===== src/rtl/ex_stage.sv =====
// ============================================================================
//  Module   : ex_stage
//  Purpose  : MIPS execute stage: single-cycle ALU/link results plus a
//             32-step restoring DIV/DIVU unit with pipeline stall request.
//  Revision : 1.0  initial release
// ============================================================================
`default_nettype none

module ex_stage #(
  parameter int DIV_CYCLES = 32
) (
  input  logic        clk,
  input  logic        rst,
  input  logic [7:0]  aluop_i,
  input  logic [31:0] reg1_i,
  input  logic [31:0] reg2_i,
  input  logic [4:0]  wd_i,
  input  logic        wreg_i,
  input  logic [31:0] link_address_i,
  input  logic        is_in_delayslot_i,
  output logic [4:0]  wd_o,
  output logic        wreg_o,
  output logic [31:0] wdata_o,
  output logic        whilo_o,
  output logic [31:0] hi_o,
  output logic [31:0] lo_o,
  output logic        is_in_delayslot_o,
  output logic        stallreq
);

  localparam logic [7:0] OP_NOP  = 8'h00;
  localparam logic [7:0] OP_OR   = 8'h25;
  localparam logic [7:0] OP_AND  = 8'h24;
  localparam logic [7:0] OP_ADDU = 8'h21;
  localparam logic [7:0] OP_SUBU = 8'h23;
  localparam logic [7:0] OP_SLT  = 8'h2A;
  localparam logic [7:0] OP_JAL  = 8'h50;
  localparam logic [7:0] OP_DIV  = 8'h1A;
  localparam logic [7:0] OP_DIVU = 8'h1B;

  localparam logic [1:0] S_IDLE = 2'd0;
  localparam logic [1:0] S_BUSY = 2'd1;
  localparam logic [1:0] S_DONE = 2'd2;
  localparam logic [1:0] S_ZERO = 2'd3;

  localparam int CNT_W = 6;
  localparam logic [CNT_W-1:0] CNT_LAST = CNT_W'(DIV_CYCLES - 1);

  logic [1:0]       state_q, state_d;
  logic [CNT_W-1:0] cnt_q, cnt_d;
  logic [31:0]      quo_q, quo_d;
  logic [31:0]      rem_q, rem_d;
  logic [31:0]      dvsr_q, dvsr_d;
  logic             neg_quo_q, neg_quo_d;
  logic             neg_rem_q, neg_rem_d;

  logic        is_div;
  logic        is_signed;
  logic [31:0] a_abs;
  logic [31:0] b_abs;
  logic [32:0] shifted;
  logic [32:0] trial;
  logic        fits;

  assign is_div    = (aluop_i == OP_DIV) || (aluop_i == OP_DIVU);
  assign is_signed = (aluop_i == OP_DIV);
  assign a_abs     = (is_signed && reg1_i[31]) ? (~reg1_i + 32'd1) : reg1_i;
  assign b_abs     = (is_signed && reg2_i[31]) ? (~reg2_i + 32'd1) : reg2_i;

  // Partial remainder is always below the divisor, so 33 bits hold the shift.
  assign shifted = {rem_q, quo_q[31]};
  assign trial   = shifted - {1'b0, dvsr_q};
  assign fits    = (shifted >= {1'b0, dvsr_q});

  always_comb begin
    state_d   = state_q;
    cnt_d     = cnt_q;
    quo_d     = quo_q;
    rem_d     = rem_q;
    dvsr_d    = dvsr_q;
    neg_quo_d = neg_quo_q;
    neg_rem_d = neg_rem_q;
    case (state_q)
      S_IDLE: begin
        if (is_div) begin
          if (reg2_i != 32'd0) begin
            quo_d     = a_abs;
            rem_d     = 32'd0;
            dvsr_d    = b_abs;
            neg_quo_d = is_signed && (reg1_i[31] ^ reg2_i[31]);
            neg_rem_d = is_signed && reg1_i[31];
            cnt_d     = '0;
            state_d   = S_BUSY;
          end else begin
            state_d = S_ZERO;
          end
        end
      end
      S_BUSY: begin
        rem_d = fits ? trial[31:0] : shifted[31:0];
        quo_d = {quo_q[30:0], fits};
        cnt_d = cnt_q + CNT_W'(1);
        if (cnt_q == CNT_LAST) begin
          state_d = S_DONE;
        end
      end
      S_DONE:  state_d = S_IDLE;
      default: state_d = S_IDLE;
    endcase
  end

  always_ff @(posedge clk) begin
    if (!rst) begin
      state_q   <= S_IDLE;
      cnt_q     <= '0;
      quo_q     <= 32'd0;
      rem_q     <= 32'd0;
      dvsr_q    <= 32'd0;
      neg_quo_q <= 1'b0;
      neg_rem_q <= 1'b0;
    end else begin
      state_q   <= state_d;
      cnt_q     <= cnt_d;
      quo_q     <= quo_d;
      rem_q     <= rem_d;
      dvsr_q    <= dvsr_d;
      neg_quo_q <= neg_quo_d;
      neg_rem_q <= neg_rem_d;
    end
  end

  always_comb begin
    case (aluop_i)
      OP_OR:   wdata_o = reg1_i | reg2_i;
      OP_AND:  wdata_o = reg1_i & reg2_i;
      OP_ADDU: wdata_o = reg1_i + reg2_i;
      OP_SUBU: wdata_o = reg1_i - reg2_i;
      OP_SLT:  wdata_o = ($signed(reg1_i) < $signed(reg2_i)) ? 32'd1 : 32'd0;
      OP_JAL:  wdata_o = link_address_i;
      OP_NOP:  wdata_o = 32'd0;
      default: wdata_o = 32'd0;
    endcase
  end

  assign wd_o              = wd_i;
  assign wreg_o            = wreg_i && !is_div;
  assign is_in_delayslot_o = is_in_delayslot_i;

  always_comb begin
    stallreq = 1'b0;
    whilo_o  = 1'b0;
    hi_o     = 32'd0;
    lo_o     = 32'd0;
    if (rst) begin
      case (state_q)
        S_IDLE: stallreq = is_div;
        S_BUSY: stallreq = 1'b1;
        S_DONE: begin
          whilo_o = 1'b1;
          lo_o    = neg_quo_q ? (~quo_q + 32'd1) : quo_q;
          hi_o    = neg_rem_q ? (~rem_q + 32'd1) : rem_q;
        end
        default: whilo_o = 1'b1;
      endcase
    end
  end

endmodule

`default_nettype wire


===== config.mk =====
export PLATFORM = sky130hd
export DESIGN_NAME = ex_stage
export DESIGN_NICKNAME = d
export VERILOG_FILES = /design/src/rtl/ex_stage.sv
export SDC_FILE = /design/constraint.sdc
export NUM_CORES = 1
export LEC_CHECK = 0
export ABC_CLOCK_PERIOD_IN_PS = 5300
export CAP_MARGIN = 20
export CORE_UTILIZATION = 45
export CTS_CLUSTER_SIZE = 16
export DETAILED_ROUTE_END_ITERATION = 10
export PLACE_DENSITY = 0.68
export SLEW_MARGIN = 20
export SYNTH_ARGS = -nofsm -noshare
export SYNTH_HDL_FRONTEND = slang
export SYNTH_SLANG_ARGS = --single-unit

===== constraint.sdc =====
create_clock -name clk -period 5.3 [get_ports clk]
set_clock_uncertainty 0.2 [all_clocks]
set_input_delay 1.06 -clock clk [delete_from_list [all_inputs] [get_ports clk]]
set_output_delay 1.06 -clock clk [all_outputs]
set_load 0.1 [all_outputs]

Word level (Yosys, flattened, before mapping)
Index checks and enable logic that the tools add are counted.
{"block": "totals", "register_bits": 106, "latch_bits": 0, "ramBits": 0, "mem_bits_ro": 0, "in_bits": 113, "memories": 0}
{"block": "op_classes", "n_addsub": 8, "multipliers": 0, "div": 0, "magnitude_cmp": 2, "n_eq_ne": 14, "shifts": 0, "n_mux": 28, "n_bitwise": 7, "reduce_logical": 13}
{"operator": "32-bit 2-to-1 mux", "count": 13}
{"operator": "32-bit case mux with 6 select lines", "count": 1}
{"operator": "32-bit by 1-bit adder with 32-bit output, second input constant", "count": 4}
{"operator": "32-bit inverter", "count": 4}
{"operator": "32-bit case mux with 2 select lines", "count": 2}
{"operator": "32-bit subtractor", "count": 2}
{"operator": "8-bit by 6-bit == test with 1-bit output, second input constant", "count": 5}
{"operator": "33-bit by 32-bit >= comparator with 1-bit output", "count": 1}
{"operator": "32-bit adder", "count": 1}
{"operator": "32-bit AND", "count": 1}
{"operator": "32-bit less-than comparator", "count": 1}
{"operator": "32-bit OR", "count": 1}
{"operator": "32-bit nonzero test", "count": 1}
{"operator": "8-bit by 5-bit == test with 1-bit output, second input constant", "count": 2}
{"operator": "6-bit 2-to-1 mux", "count": 2}
{"operator": "6-bit case mux with 2 select lines", "count": 1}
{"operator": "8-bit by 7-bit == test with 1-bit output, second input constant", "count": 1}
{"operator": "6-bit by 1-bit adder with 6-bit output, second input constant", "count": 1}
{"operator": "6-bit by 5-bit == test with 1-bit output, second input constant", "count": 1}
{"operator": "2-bit 2-to-1 mux", "count": 3}
{"operator": "2-bit inequality test, second input constant", "count": 3}
{"operator": "3-bit AND reduction", "count": 2}
{"operator": "1-bit logical AND", "count": 4}
{"operator": "1-bit 2-to-1 mux", "count": 4}
{"operator": "other kinds (11)", "count": 11}

Longest topological paths before layout
{"block": "depth", "ltp_word": 6, "ltp_mapped": 15, "mapped_depth_nobuf": 14}

Least setup slack after synthesis
No wires, ideal clock.
{"block": "synth_path", "kind": "in2out", "start": "input port reg1_i[0]", "end": "output port wdata_o[30]", "t_arrival_ps": 6549, "required_ps": 4040, "path_slack_ps": -2509, "stages": 13, "n_path_buf": 0, "path_cell_list": "ha_1 -> inv_1 -> fa_1 -> nand2b_1 -> a21oi_1 -> o2111ai_1 -> nand2_1 -> a21oi_1 -> o41ai_1 -> a41oi_1 -> a21oi_1 -> xnor2_1 -> o311ai_0"}
{"block": "synth_between", "elab_chain_cells": 2, "elab_cells_between_ends": 3, "classes_between": "add/sub (2); mux (1)"}
{"element": "start: declaration", "line_no": "15", "rtl": "input logic [31:0] reg1_i,"}
{"element": "32-bit subtractor / 32-bit adder (equally long branches)", "line_no": "137, 136"}
{"element": "32-bit case mux with 6 select lines (*)", "line_no": "133", "rtl": "case (aluop_i)"}
{"element": "end: declaration", "line_no": "23", "rtl": "output logic [31:0] wdata_o,"}
Mark *: on every way between the ends. The rest lies on a longest branch, timed or not.

Final worst setup path
{"block": "layout_path", "start": "input port reg1_i[0]", "end": "output port wdata_o[28]"}
Same word-level chain as after synthesis.

==> key figures <==
Status
  • Status: finished, violations left
  • Violated checks: setup timing

Synthesis
  • Post-synth EDFFs: 0
  • Synth top area cells: dfxtp_1 15%, ha_1 13%, xnor2_1 6.2%
  • Synth Flop Type: dfxtp_1
  • Syn Area/Cell: approximately 7.1 um^2
  • Post-synthesis register bit count: roughly 110
  • Leading area contributor after synthesis: dfxtp_1
  • Cells after Synth: just under 2000
  • Most common cell in the netlist: nor2_1
  • Yosys cell types: 75
  • Yosys warning total: 0
  • Synth Cell Area: approximately 14000 um^2
  • Area share of the largest cell type after synthesis: around 15%
  • Post-synthesis sequential area ratio: 15.4%
  • Synth top cells by count: 223 x nor2_1, 167 x a21oi_1, 157 x inv_1, 147 x nand2_1, 139 x ha_1
  • Syn Nets: 2195
  • Post-synthesis async set-or-reset flop share: 0%

Drt
  • Drt wl/cell: about 20 um
  • Initial drt markers: about 1400
  • First-pass DRT Iterations: 6
  • Final ANT Viol Nets: 0
  • Post-Route WL: roughly 55000 um
  • Drt via density: between 5 and 6
  • Drc violations: 0
  • DR vias: around 16000

Finish
  • N_diodes: 0
  • Sequential cell area: between 2000 and 2500 um^2
  • Ratio of cells with drive above 1 in the final layout: 27.4%
  • Net count reported at finish: approximately 2600
  • Fin util: around two thirds
  • Area of the multi-input gates: approximately 12000 um^2
  • Area grow syn2layout: 44.3%
  • Fillers: approximately 2600
  • Final Non-Filler Cells: ~2700
  • Design Area, Final: between 15000 and 20000 um^2

Placement
  • Gp weighted congestion: about 1.0
  • Dpl cells: between 2000 and 3000
  • Dpl hpwl: between 40000 and 50000 um
  • I/O Buffers: slightly above 200
  • Place WS: -0.863 ns
  • Placed cell area: between 15000 and 20000 um^2

Min path
  • Tightest Hold Check Type: register to register

Clock tree
  • TritonCTS Buffers: 9
  • Worst-path clk slew: 0.08 ns
  • Clock sinks: between 100 and 150
  • Skew-Pair Late Insertion Delay: roughly 0.36 ns
  • Hold-fix buffers, CTS: 0
  • Max clock buf depth: 2
  • CTS tree: built
  • Clock Tree Root: clkbuf_16
  • H-tree Lvls: 3

Power and ir drop
  • Final Total Pwr: between 2 and 3 mW
  • Peak VDD IR: 0.128 mV
  • Leakage power: slightly below 9 nW
  • PwrDens: about 140 nW/um^2

STA
  • Post-route clock period utilization: 100%
  • Tmin final: between 5 and 6 ns
  • Setup violators final: 2
  • RSZ-0062 raised after global routing: true
  • Max-slew violation count: 0
  • Setup_tns: -0.00542 ns
  • Least-Margin Pin Slew: roughly 1.1 ns
  • Slew HR: between 20 and 30%
  • Final hold viol count: 0
  • Max Clk Rate: ~190 MHz
  • WHS: 0.284 ns
  • Setup ws final: -0.00274 ns

Setup path
  • Max Fanout on Critical Path: 3
  • Critical Path End Type: output port
  • CP Data Arrival Time: 4.04 ns
  • Crit path cell chain: buf_12 -> inv_8 -> ha_4 -> fa_2 -> nor2_4 -> o311a_1 -> o211ai_1 -> buf_4 -> a211oi_4 -> and4_4 -> a211o_1 -> a31oi_1 -> a211o_1 -> xnor2_2 -> o21ai_2 -> buf_12
  • Startpoint Class: input port
  • Critical Path RT: between 4 and 5 ns
  • Slowest stage delay, CP: ~0.4 ns
  • Critical setup path kind: input port to output port
  • Slowest CP cell: fa_2

Global routing
  • Global routing's busiest layer: met2
  • Met1 usage: 46.0%
  • Vias in the first global route: between 15000 and 20000
  • GRT Util Overall: between 30% and 40%
  • First-pass GRT wire length: 84700 um
  • Grt ovf: 0
  • Met3 Track Usage GR: 6.36%
  • Largest net degree at the start of global routing: 74
  • Met2 Resource Use GR: a little under three fifths
  • Antenna violations before repair: 1

Floorplan
  • Rows: 63
  • Total I/O pin count: ~220
  • Core box area: 29900 um^2
  • Initial Util: a little under half
  • Die Ht: around 180 um
  • Die Wd: approximately 180 um
  • DIE AREA: ~31000 um^2

Job
  • Max Cap Viol: 0
## layout by cell type (no fill, tap or decap), types with 23 or more instances in the layout
master           instances
clkdlybuf4s50_1         57
inv_2                   40
dfxtp_1                105
buf_12                  51
buf_4                  322
nand2_1                145
o21ai_0                 99
xor2_1                  81
nor3_1                  32
ha_1                   104
mux2i_1                 33
a211oi_1                50
xnor2_1                 94
nor2_1                 217
a21o_1                  25
buf_6                   23
inv_1                  117
nor2b_1                 47
ha_4                    29
a21oi_1                149
o31ai_1                 25
nand3_1                 24
o211a_1                 29
## cells by family (layout without fill, tap and decap cells)
group	Yosys count	after routing	synth area share, %
simple gates	603	603	21.2
mux	35	35	2.56
flops	106	106	15.4
compound gates	598	598	28.5
buf+inv	277	673	7.90
xor+xnor	179	179	11.4
fa+ha+maj	142	142	13.1
## worst max-delay path: cells and delay by family
family / cells / cell delay [ns]
XOR/XNOR: 1 / 0.16
buffers and inverters: 4 / 0.51
AND/OR/NAND/NOR: 2 / 0.41
adder cells (fa/ha/maj): 2 / 0.54
AO/OA/AOI/OAI: 7 / 1.37
## metal layers
metal  share of wire, %  vias up
met4                3.6        0
met5                  0        -
li1                   -     7632
met3                7.5      126
met1                 44     7556
met2                 45      680
## sequential cells by signal, summed over array words and instances (netlist names)
signal,cells
dvsr_q,32
quo_q,32
neg_quo_q,1
state_q,2
cnt_q,6
rem_q,32
neg_rem_q,1
## report_power, final
part,switching (mW),internal [mW],leakage (nW)
registers,0.00590,0.800,0.855
logic,0.689,0.581,7.81
clock network,0.341,0.428,0.164
## area by class of cell
type | count | area share, %
clock inverters | 6 | 0.541
clock buffers | 10 | 1.15
inverters | 159 | 3.04
flip-flops and latches | 106 | 10.7
multi-input cells | 1557 | 58.7
well taps | 390 | 2.45
repair buffers | 498 | 23.4
## path summary, 6_finish.rpt
path | from | endpoint | slack (ns) | depth (start not counted)
min reg2reg | neg_quo_q | neg_quo_q | 0.28 | 2
max reg2reg | rem_q[3] | rem_q[9] | 1.15 | 12
max | reg1_i[0] | wdata_o[28] | -0.003 | 16
min | neg_quo_q | neg_quo_q | 0.28 | 2
## timing repair
item,CTS,global route
setup buffers,17,11
gates cloned,0,0
pin swaps,72,52
setup endpoints to repair,24,15
resized for setup,277,94
Power figures use the tool's default switching activity.
